$ cat config.mk
export PLATFORM = sky130hd
export DESIGN_NAME = ps2kb_command_controller
export DESIGN_NICKNAME = d
export VERILOG_FILES = /design/src/rtl/ps2kb_pkg.sv /design/src/rtl/ps2kb_tx_shifter.sv /design/src/rtl/ps2kb_command_controller.sv
export SDC_FILE = /design/constraint.sdc
export NUM_CORES = 1
export LEC_CHECK = 0
export BUFFER_PORTS_ARGS = -buffer_cell sky130_fd_sc_hd__clkbuf_2
export CORE_ASPECT_RATIO = 0.75
export CORE_MARGIN = 3
export CORE_UTILIZATION = 34
export DETAILED_ROUTE_END_ITERATION = 12
export HOLD_SLACK_MARGIN = 0.02
export PLACE_DENSITY_LB_ADDON = 0.2
export SKIP_CTS_REPAIR_TIMING = 1
export SLEW_MARGIN = 0
export SYNTH_ARGS = -nofsm -noshare
export SYNTH_HDL_FRONTEND = slang
export SYNTH_SLANG_ARGS = --single-unit
$ cat constraint.sdc
create_clock -name clock -period 5.76 [get_ports clock]
set_clock_uncertainty 0.15 [all_clocks]
set_input_delay 0.288 -clock clock [delete_from_list [all_inputs] [get_ports clock]]
set_output_delay 0.288 -clock clock [all_outputs]
set_load 0.005 [all_outputs]
$ cat src/rtl/ps2kb_pkg.sv
// Shared types and protocol constants for the PS/2 keyboard command controller
// and its transmit shifter.
package ps2kb_pkg;

  typedef enum logic [2:0] {
    ST_IDLE,
    ST_SEND,
    ST_WAIT_FA,
    ST_RETRY,
    ST_DONE,
    ST_FAIL
  } ctl_state_t;

  typedef enum logic [2:0] {
    TX_IDLE,
    TX_INHIBIT,
    TX_RTS,
    TX_SHIFT,
    TX_LINE_ACK
  } tx_state_t;

  localparam logic [7:0] CMD_RESET    = 8'hFF;
  localparam logic [7:0] CMD_SET_LEDS = 8'hED;
  localparam logic [7:0] RSP_ACK      = 8'hFA;
  localparam logic [7:0] RSP_RESEND   = 8'hFE;

  function automatic logic odd_parity(input logic [7:0] b);
    return ~^b;
  endfunction

endpackage

$ cat src/rtl/ps2kb_tx_shifter.sv
// Host-to-device PS/2 byte transmitter: line inhibit, request-to-send, 11-bit
// frame serialised on device clock falling edges, and line-ACK capture.
module ps2kb_tx_shifter
  import ps2kb_pkg::*;
#(
  parameter logic [15:0] INHIBIT_CYCLES = 16'd3000,
  parameter logic [15:0] BIT_TIMEOUT    = 16'd6000
) (
  input  logic       clock,
  input  logic       reset,
  input  logic       device_clock,
  input  logic       device_data,
  input  logic       start,
  input  logic [7:0] tx_byte,
  output logic       clock_oe,
  output logic       data_oe,
  output logic       done,
  output logic       fail
);

  function automatic logic [15:0] sat_inc(input logic [15:0] v);
    return (v == 16'hFFFF) ? v : v + 16'd1;
  endfunction

  tx_state_t   state, next;
  logic [2:0]  clk_sync;
  logic [1:0]  dat_sync;
  logic [15:0] cnt;
  logic [10:0] frame;
  logic [3:0]  idx;
  logic        fall;
  logic        timeout;
  logic        inhibit_end;

  assign fall        = clk_sync[2] & ~clk_sync[1];
  assign timeout     = (cnt >= BIT_TIMEOUT);
  assign inhibit_end = ({1'b0, cnt} + 17'd1 >= {1'b0, INHIBIT_CYCLES});

  // Lines idle high, so the synchronisers reset to 1 to avoid a false edge.
  always_ff @(posedge clock) begin
    if (reset) begin
      clk_sync <= 3'b111;
      dat_sync <= 2'b11;
    end else begin
      clk_sync <= {clk_sync[1:0], device_clock};
      dat_sync <= {dat_sync[0], device_data};
    end
  end

  always_ff @(posedge clock) begin
    if (reset) begin
      state <= TX_IDLE;
      cnt   <= '0;
    end else begin
      state <= next;
      // Our own inhibit pulls the clock low, so edges only count once the device owns it.
      if (state != next || ((state == TX_SHIFT || state == TX_LINE_ACK) && fall))
        cnt <= '0;
      else
        cnt <= sat_inc(cnt);
    end
  end

  // Frame is {stop, parity, d7..d0, start}; bit 0 is always what is on the wire.
  always_ff @(posedge clock) begin
    if (state == TX_IDLE && start) begin
      frame <= {1'b1, odd_parity(tx_byte), tx_byte, 1'b0};
      idx   <= '0;
    end else if (state == TX_SHIFT && fall) begin
      frame <= {1'b1, frame[10:1]};
      idx   <= idx + 4'd1;
    end
  end

  always_comb begin
    next     = state;
    clock_oe = 1'b0;
    data_oe  = 1'b0;
    done     = 1'b0;
    fail     = 1'b0;
    case (state)
      TX_IDLE: if (start) next = TX_INHIBIT;
      TX_INHIBIT: begin
        clock_oe = 1'b1;
        if (inhibit_end) next = TX_RTS;
      end
      TX_RTS: begin
        data_oe = 1'b1;
        next    = TX_SHIFT;
      end
      TX_SHIFT: begin
        data_oe = ~frame[0];
        if (fall && idx == 4'd9) begin
          next = TX_LINE_ACK;
        end else if (!fall && timeout) begin
          fail = 1'b1;
          next = TX_IDLE;
        end
      end
      TX_LINE_ACK: begin
        if (fall) begin
          done = ~dat_sync[1];
          fail = dat_sync[1];
          next = TX_IDLE;
        end else if (timeout) begin
          fail = 1'b1;
          next = TX_IDLE;
        end
      end
      default: next = TX_IDLE;
    endcase
  end

endmodule

$ cat src/rtl/ps2kb_command_controller.sv
// PS/2 keyboard command sequencer: arbitrates reset/LED requests, sends the
// command bytes, waits for the 0xFA acknowledge and retries on failure.
module ps2kb_command_controller
  import ps2kb_pkg::*;
#(
  parameter logic [15:0] INHIBIT_CYCLES = 16'd3000,
  parameter logic [15:0] BIT_TIMEOUT    = 16'd6000,
  parameter logic [19:0] ACK_TIMEOUT    = 20'd600000,
  parameter logic [1:0]  MAX_RETRY      = 2'd2
) (
  input  logic       clock,
  input  logic       reset,
  input  logic       device_clock,
  input  logic       device_data,
  output logic       device_clock_oe,
  output logic       device_data_oe,
  input  logic       req_reset,
  input  logic       req_leds,
  input  logic [2:0] leds,
  input  logic       rx_valid,
  input  logic [7:0] rx_data,
  output logic       rx_suppress,
  output logic       busy,
  output logic       done,
  output logic       error
);

  function automatic logic [19:0] sat_inc(input logic [19:0] v);
    return (v == 20'hFFFFF) ? v : v + 20'd1;
  endfunction

  ctl_state_t  state, next;
  logic        pend_reset, pend_leds;
  logic        cmd_is_leds, byte_sel;
  logic [1:0]  retry_cnt;
  logic [19:0] ack_cnt;
  logic [2:0]  led_cap;
  logic [7:0]  cur_byte, tx_byte;
  logic        start, accept, advance, retry_inc;
  logic        tx_done, tx_fail;

  ps2kb_tx_shifter #(
    .INHIBIT_CYCLES(INHIBIT_CYCLES),
    .BIT_TIMEOUT   (BIT_TIMEOUT)
  ) u_tx (
    .clock       (clock),
    .reset       (reset),
    .device_clock(device_clock),
    .device_data (device_data),
    .start       (start),
    .tx_byte     (tx_byte),
    .clock_oe    (device_clock_oe),
    .data_oe     (device_data_oe),
    .done        (tx_done),
    .fail        (tx_fail)
  );

  assign cur_byte = !cmd_is_leds ? CMD_RESET :
                    (byte_sel ? {5'b0, led_cap} : CMD_SET_LEDS);

  always_ff @(posedge clock) begin
    if (reset) begin
      state       <= ST_IDLE;
      pend_reset  <= 1'b0;
      pend_leds   <= 1'b0;
      cmd_is_leds <= 1'b0;
      byte_sel    <= 1'b0;
      retry_cnt   <= '0;
      ack_cnt     <= '0;
    end else begin
      state <= next;
      // A keyboard reset also clears the LEDs, so it swallows any pending LED update.
      if (accept) begin
        cmd_is_leds <= ~pend_reset;
        byte_sel    <= 1'b0;
        retry_cnt   <= '0;
        pend_reset  <= 1'b0;
        pend_leds   <= 1'b0;
      end
      if (req_reset) pend_reset <= 1'b1;
      if (req_leds)  pend_leds  <= 1'b1;
      if (advance) begin
        byte_sel  <= 1'b1;
        retry_cnt <= '0;
      end
      if (retry_inc) retry_cnt <= retry_cnt + 2'd1;
      ack_cnt <= (state == ST_WAIT_FA) ? sat_inc(ack_cnt) : '0;
    end
  end

  always_ff @(posedge clock) begin
    if (req_leds) led_cap <= leds;
  end

  always_comb begin
    next        = state;
    start       = 1'b0;
    tx_byte     = cur_byte;
    accept      = 1'b0;
    advance     = 1'b0;
    retry_inc   = 1'b0;
    busy        = (state != ST_IDLE);
    done        = 1'b0;
    error       = 1'b0;
    rx_suppress = 1'b0;
    case (state)
      ST_IDLE: begin
        if (pend_reset || pend_leds) begin
          accept  = 1'b1;
          start   = 1'b1;
          tx_byte = pend_reset ? CMD_RESET : CMD_SET_LEDS;
          next    = ST_SEND;
        end
      end
      ST_SEND: begin
        rx_suppress = 1'b1;
        if (tx_done)      next = ST_WAIT_FA;
        else if (tx_fail) next = ST_RETRY;
      end
      ST_WAIT_FA: begin
        rx_suppress = 1'b1;
        if (rx_valid && rx_data == RSP_ACK) begin
          if (cmd_is_leds && !byte_sel) begin
            advance = 1'b1;
            start   = 1'b1;
            tx_byte = {5'b0, led_cap};
            next    = ST_SEND;
          end else begin
            next = ST_DONE;
          end
        end else if (rx_valid && rx_data == RSP_RESEND) begin
          next = ST_RETRY;
        end else if (ack_cnt >= ACK_TIMEOUT) begin
          next = ST_RETRY;
        end
      end
      ST_RETRY: begin
        rx_suppress = 1'b1;
        if (retry_cnt < MAX_RETRY) begin
          retry_inc = 1'b1;
          start     = 1'b1;
          next      = ST_SEND;
        end else begin
          next = ST_FAIL;
        end
      end
      ST_DONE: begin
        done = 1'b1;
        next = ST_IDLE;
      end
      ST_FAIL: begin
        error = 1'b1;
        next  = ST_IDLE;
      end
      default: next = ST_IDLE;
    endcase
  end

endmodule

======== Word-level counts from Yosys, hierarchy flattened ========
Index checks and enable logic that the tools add are counted.
storage, ports and cells
  register bits ........................... 70
  input port bits ......................... 18
  logic and storage cells ................. 126
  output and inout port bits .............. 6
cells by class
  bitwise operators ....................... 6
  reduce and logical (&&, ||, !) cells .... 26
  $lt $le $gt $ge ......................... 4
  $add $sub $neg .......................... 5
  multiplexer cells ....................... 52
  eq/ne operators ......................... 18
operator list
  kind                                                                 count
  2-to-1 mux 3 bit                                                     14
  2-to-1 mux 8 bit                                                     5
  2-to-1 mux 1 bit                                                     21
  adder 20 x 1 -> 20 bit, second input constant                        1
  equality test 20 bit, second input constant                          1
  greater-or-equal comparator 20 bit, second input constant            1
  2-to-1 mux 10 bit                                                    2
  adder 16 x 1 -> 17 bit, second input constant                        1
  greater-or-equal comparator 17 x 12 -> 1 bit, second input constant  1
  adder 16 x 1 -> 16 bit, second input constant                        1
  equality test 16 bit, second input constant                          1
  equality test 8 bit, second input constant                           2
  greater-or-equal comparator 16 x 13 -> 1 bit, second input constant  1
  one-hot mux 8 bit (2 select lines)                                   1
  one-hot mux 3 bit (5 select lines)                                   1
  equality test 3 x 2 -> 1 bit, second input constant                  4
  one-hot mux 3 bit (4 select lines)                                   1
  equality test 3 bit, second input constant                           3
  logical AND 1 bit                                                    8
  nonzero test 2 bit                                                   4
  XNOR reduction 8 bit                                                 1
  equality test 3 x 1 -> 1 bit, second input constant                  2
  zero test 3 bit                                                      2
  2-to-1 mux 2 bit                                                     3
  other kinds (19)                                                     29

======== Logic depth before layout (Yosys ltp) ========
  depth after elaboration ................. 10
  mapped depth ............................ 9
  gate-level depth less buffers ........... 8

======== Hierarchy ========
A second synthesis with hierarchy kept.
unflattened totals
  cells, all modules ...................... 446
  area, all modules ....................... 3955.0 um2
by module, submodules not included
  module                    sequential area each (um2)  cells each  area each (um2)  times used
  ps2kb_tx_shifter          850.8                       230         2139.6           1
  ps2kb_command_controller  670.6                       216         1815.5           1

======== Worst setup path before layout ========
OpenSTA, ideal clock, no wires.
  kind .................................... register -> register
  start ................................... reg u_tx.cnt[1]
  end ..................................... reg u_tx.cnt[13]
  setup time .............................. 0.066 ns
  path buffers ............................ 1
  cell stages (with the launch flop) ...... 9
  period minus slack after synthesis ...... 2.341 ns
  setup slack ............................. 3.419 ns
  arrival time ............................ 2.124 ns
  required time ........................... 5.544 ns
  cells stage by stage .................... dfxtp_1 > ha_1 > nand3_2 > or4_1 > mux2i_1 > nor3_1 > o21ai_2 > buf_6 > a21oi_2
on the way
  word-level cells in the longest chain between the ends .. 8
  elaborated cells between the ends (all ways) .. 15
  classes of those cells .................. 2 x add/sub; 2 x order compare; 2 x eq/ne; 6 x mux; 3 x reduce/logical
RTL lines
  what                                                            line                    text
  from (decl)                                                     ps2kb_tx_shifter.sv:28  logic [15:0] cnt;
  from (signal assigned)                                          ps2kb_tx_shifter.sv:60  cnt <= sat_inc(cnt);
  branches (longest 8 deep; another with adder 16 x 1 -> 17 bit)  -
Several ways; the timed one is not identified.
A chain may end at the register's enable or synchronous reset.

======== Worst setup path after layout ========
  start ................................... reg state[1]
  end ..................................... reg u_tx.cnt[4]
on the way
  word-level cells in the longest chain between the ends .. 7
  elaborated cells between the ends (all ways) .. 9
  classes of those cells .................. 3 x eq/ne; 3 x mux; 3 x reduce/logical
RTL lines
  what                                                             line                             text
  from (decl)                                                      ps2kb_command_controller.sv:32   ctl_state_t state, next;
  from (signal assigned)                                           ps2kb_command_controller.sv:71   state <= next;
  equality test 3 x 2 -> 1 bit or zero test 3 bit (tied branches)  ps2kb_command_controller.sv:106  case (state)
  one-hot mux 1 bit (3 select lines) *                             ps2kb_command_controller.sv:106
  2-to-1 mux 3 bit *                                               ps2kb_tx_shifter.sv:82           TX_IDLE: if (start) next = TX_INHIBIT;
  one-hot mux 3 bit (5 select lines) *                             ps2kb_tx_shifter.sv:81           case (state)
  inequality test 3 bit *                                          ps2kb_tx_shifter.sv:57           if (state != next || ((state == TX_SHIFT || state == TX_LINE_ACK) && fall))
  logical OR 1 bit *                                               ps2kb_tx_shifter.sv:57
  OR reduction 2 bit (no line) *                                   -
Mark *: on every way between the ends. The rest lies on a longest branch, timed or not.

==> metrics <==
Avg Inst Size Synth=8.62 µm²; global-route wire length before repair=13500 µm; hold endpoint=led_cap[1]; chip height=slightly below 100 µm; Final Hold Viols=0; via/cell ratio=5.22; Worst Hold Class=input pin to flip-flop; pwr dens=around 290 nW/µm²; # diodes=0; commonest cells in the netlist=dfxtp_1, nor2_1, nand2_1; R2R depth=5; EDFF count, synth=12; Longest Clk Path Bufs=2; post-synth top area cell=dfxtp_1; ratio of cells with drive above 1 in the final layout=15.2%; asr flop ratio synth=0%; # setup viols final=0; worst-skew pair later-pin latency=0.34 ns; Pleak=~0.0016 µW; WHS Path Cells=1; number of CTS-inserted buffers=9; worst slew pin tran=between 0.9 and 1 ns; RR Endpoint=u_tx.cnt[4]; Post-DRT Antenna Nets=0; GP Congestion=0.836; CORE AREA=10500 µm²; Routed WL=7850 µm; Worst Setup Start Kind=flip-flop; critical path data required time=5.78 ns; Placed Cells=569; Synth Flop Type=dfxtp_1; largest cells by area after synthesis=dfxtp_1, edfxtp_1, nor2_1; Slew HR=35.2%; critical path data arrival time=2.87 ns; CTS tree=built; status=finished, final reports clean; Area Overhead vs Synth=15.0%; I/O Buffers=23; CTS clk-pin slew, worst paths=0.06 ns; Final Cycle Share=49.5%; RSZ-0062 raised after global routing=false; Top-Level Pins=24; GRT overflow=0; Die Area=12200 µm²; Post-Synthesis Cells=430; fmax=351 MHz; top cell type's share of synthesized area=31.3%; root buffer cell=clkbuf_16; initial antenna violation count=0; RR Startpoint=state[1]; post-synthesis register bit count=70; Peak VDD IR=0.135 mV; overall global routing resource usage=approximately 14%; WL/cell=13.3 µm; maxcap violations=0; final std cells w/o fill=591; Die Width=127 µm; DRC Markers=0; clk sinks=70; via count=3085; Rows=32; number of global-route vias before repair=2768; CP Class=flip-flop to flip-flop; H-tree depth reported by CTS=3; DR pass1 iterations=4; final critical-path required period=2.85 ns; DRT iter0 DRCs=177; HPWL Detailed=5460 µm; setup tns final=0 ns; sequential element share of the synthesized area=41.0%; hold_sp=req_leds; crit-path max FO=16; Synth Cell Area=roughly 3700 µm²; Synth cell types=63; Final Max Slew Viols=0; Reg2Reg Setup Slack=a little under 3 ns; Initial Utilization=35.5%; syn nets=454; Syn. warnings=0; most common cell in the netlist=dfxtp_1; largest net degree at the start of global routing=22; fin nets=~470; endpoint class of the critical path=flip-flop
-- sequential cells by signal, summed over array words and instances (netlist names), 2 cells and up --
name           flops
u_tx.dat_sync      2
u_tx.frame        10
ack_cnt           20
u_tx.state         3
state              3
retry_cnt          2
u_tx.clk_sync      3
u_tx.idx           4
led_cap            3
u_tx.cnt          16
-- layout make-up --
type	instances	area, µm²
Sequential cell	70	1520
Clock buffer	10	233
Tap cell	136	170
Clock inverter	6	68.8
Timing Repair Buffer	29	175
Multi-Input combinational cell	326	2050
Inverter	14	52.6
Fill cell	1018	6180
-- worst max path at each step --
stage	startpoint	end	depth (start not counted)	slack, ns
detailed placement	state[1]	u_tx.cnt[4]	5	2.89
floorplan	u_tx.cnt[1]	u_tx.cnt[13]	8	3.42
global route	u_tx.cnt[1]	u_tx.cnt[4]	7	2.64
global placement	state[1]	u_tx.cnt[6]	5	2.91
finish	state[1]	u_tx.cnt[4]	5	2.91
CTS	state[1]	u_tx.cnt[4]	5	2.88
-- cell families after synthesis --
family / synth area share (%)
AND/OR/NAND/NOR: 28.4
AO/OA/AOI/OAI: 15.5
flip-flops: 41.0
buffers and inverters: 3.81
XOR/XNOR: 7.08
multiplexers: 2.16
adder cells (fa/ha/maj): 2.02
-- per-stage QoR --
step	setup WS (ns)	utilization [%]	area, µm²	hold slack [ns]	total power, µW
final	2.91	40.8	4270	0.0761	1250
after global placement	2.91	37.4	3910	0.244	700
after global routing	2.64	40.8	4270	0.0750	1310
after floorplan	3.42	-	3710	0.237	664
after detailed placement	2.89	37.4	3910	0.243	700
after CTS	2.88	40.3	4210	-0.0364	1270
-- per-layer routing --
| metal | GRT usage, % | part of all wire (%) |
|---|---|---|
| met5 | 0 | 0 |
| met4 | 4.55 | 1.3 |
| met3 | 4.18 | 4.1 |
| met2 | 19.9 | 42 |
| met1 | 19.1 | 53 |
-- worst max-delay path: stages (launching register included) --
cell	delay, ns
dfxtp_1	0.53
or3b_2	0.52
nor4_2	0.35
o21ai_1	0.27
nand3_1	0.71
a21oi_1	0.14
-- power breakdown --
part	switching [µW]	internal, µW
Clock	217	343
Combinational	77.9	51.9
Sequential	31.8	530
Total	327	925
-- placed cells by master (no fill, tap or decap), types with 3 or more instances in the layout --
cell type / synthesis / routed
nand2_1: 37 / 37
a31oi_1: 4 / 4
xor2_1: 19 / 19
dfxtp_1: 58 / 58
nor3_1: 8 / 8
nand3b_1: 4 / 4
a21o_1: 5 / 5
mux2i_1: 8 / 8
and2_1: 5 / 5
or3_1: 3 / 3
o22ai_1: 5 / 5
and3_1: 6 / 6
edfxtp_1: 12 / 12
clkbuf_16: 0 / 9
nand3_1: 24 / 24
dlygate4sd3_1: 0 / 6
nand4_1: 8 / 8
a21oi_1: 22 / 22
nand2b_1: 10 / 10
nor2_1: 54 / 54
nor4_1: 7 / 7
and4_1: 3 / 3
clkbuf_2: 0 / 23
inv_1: 14 / 14
ha_1: 6 / 6
or2_2: 9 / 9
nor2b_1: 4 / 4
a21oi_2: 10 / 10
xnor2_1: 11 / 11
o21ai_0: 16 / 16
No activity file was read; power rests on OpenSTA's default activity.
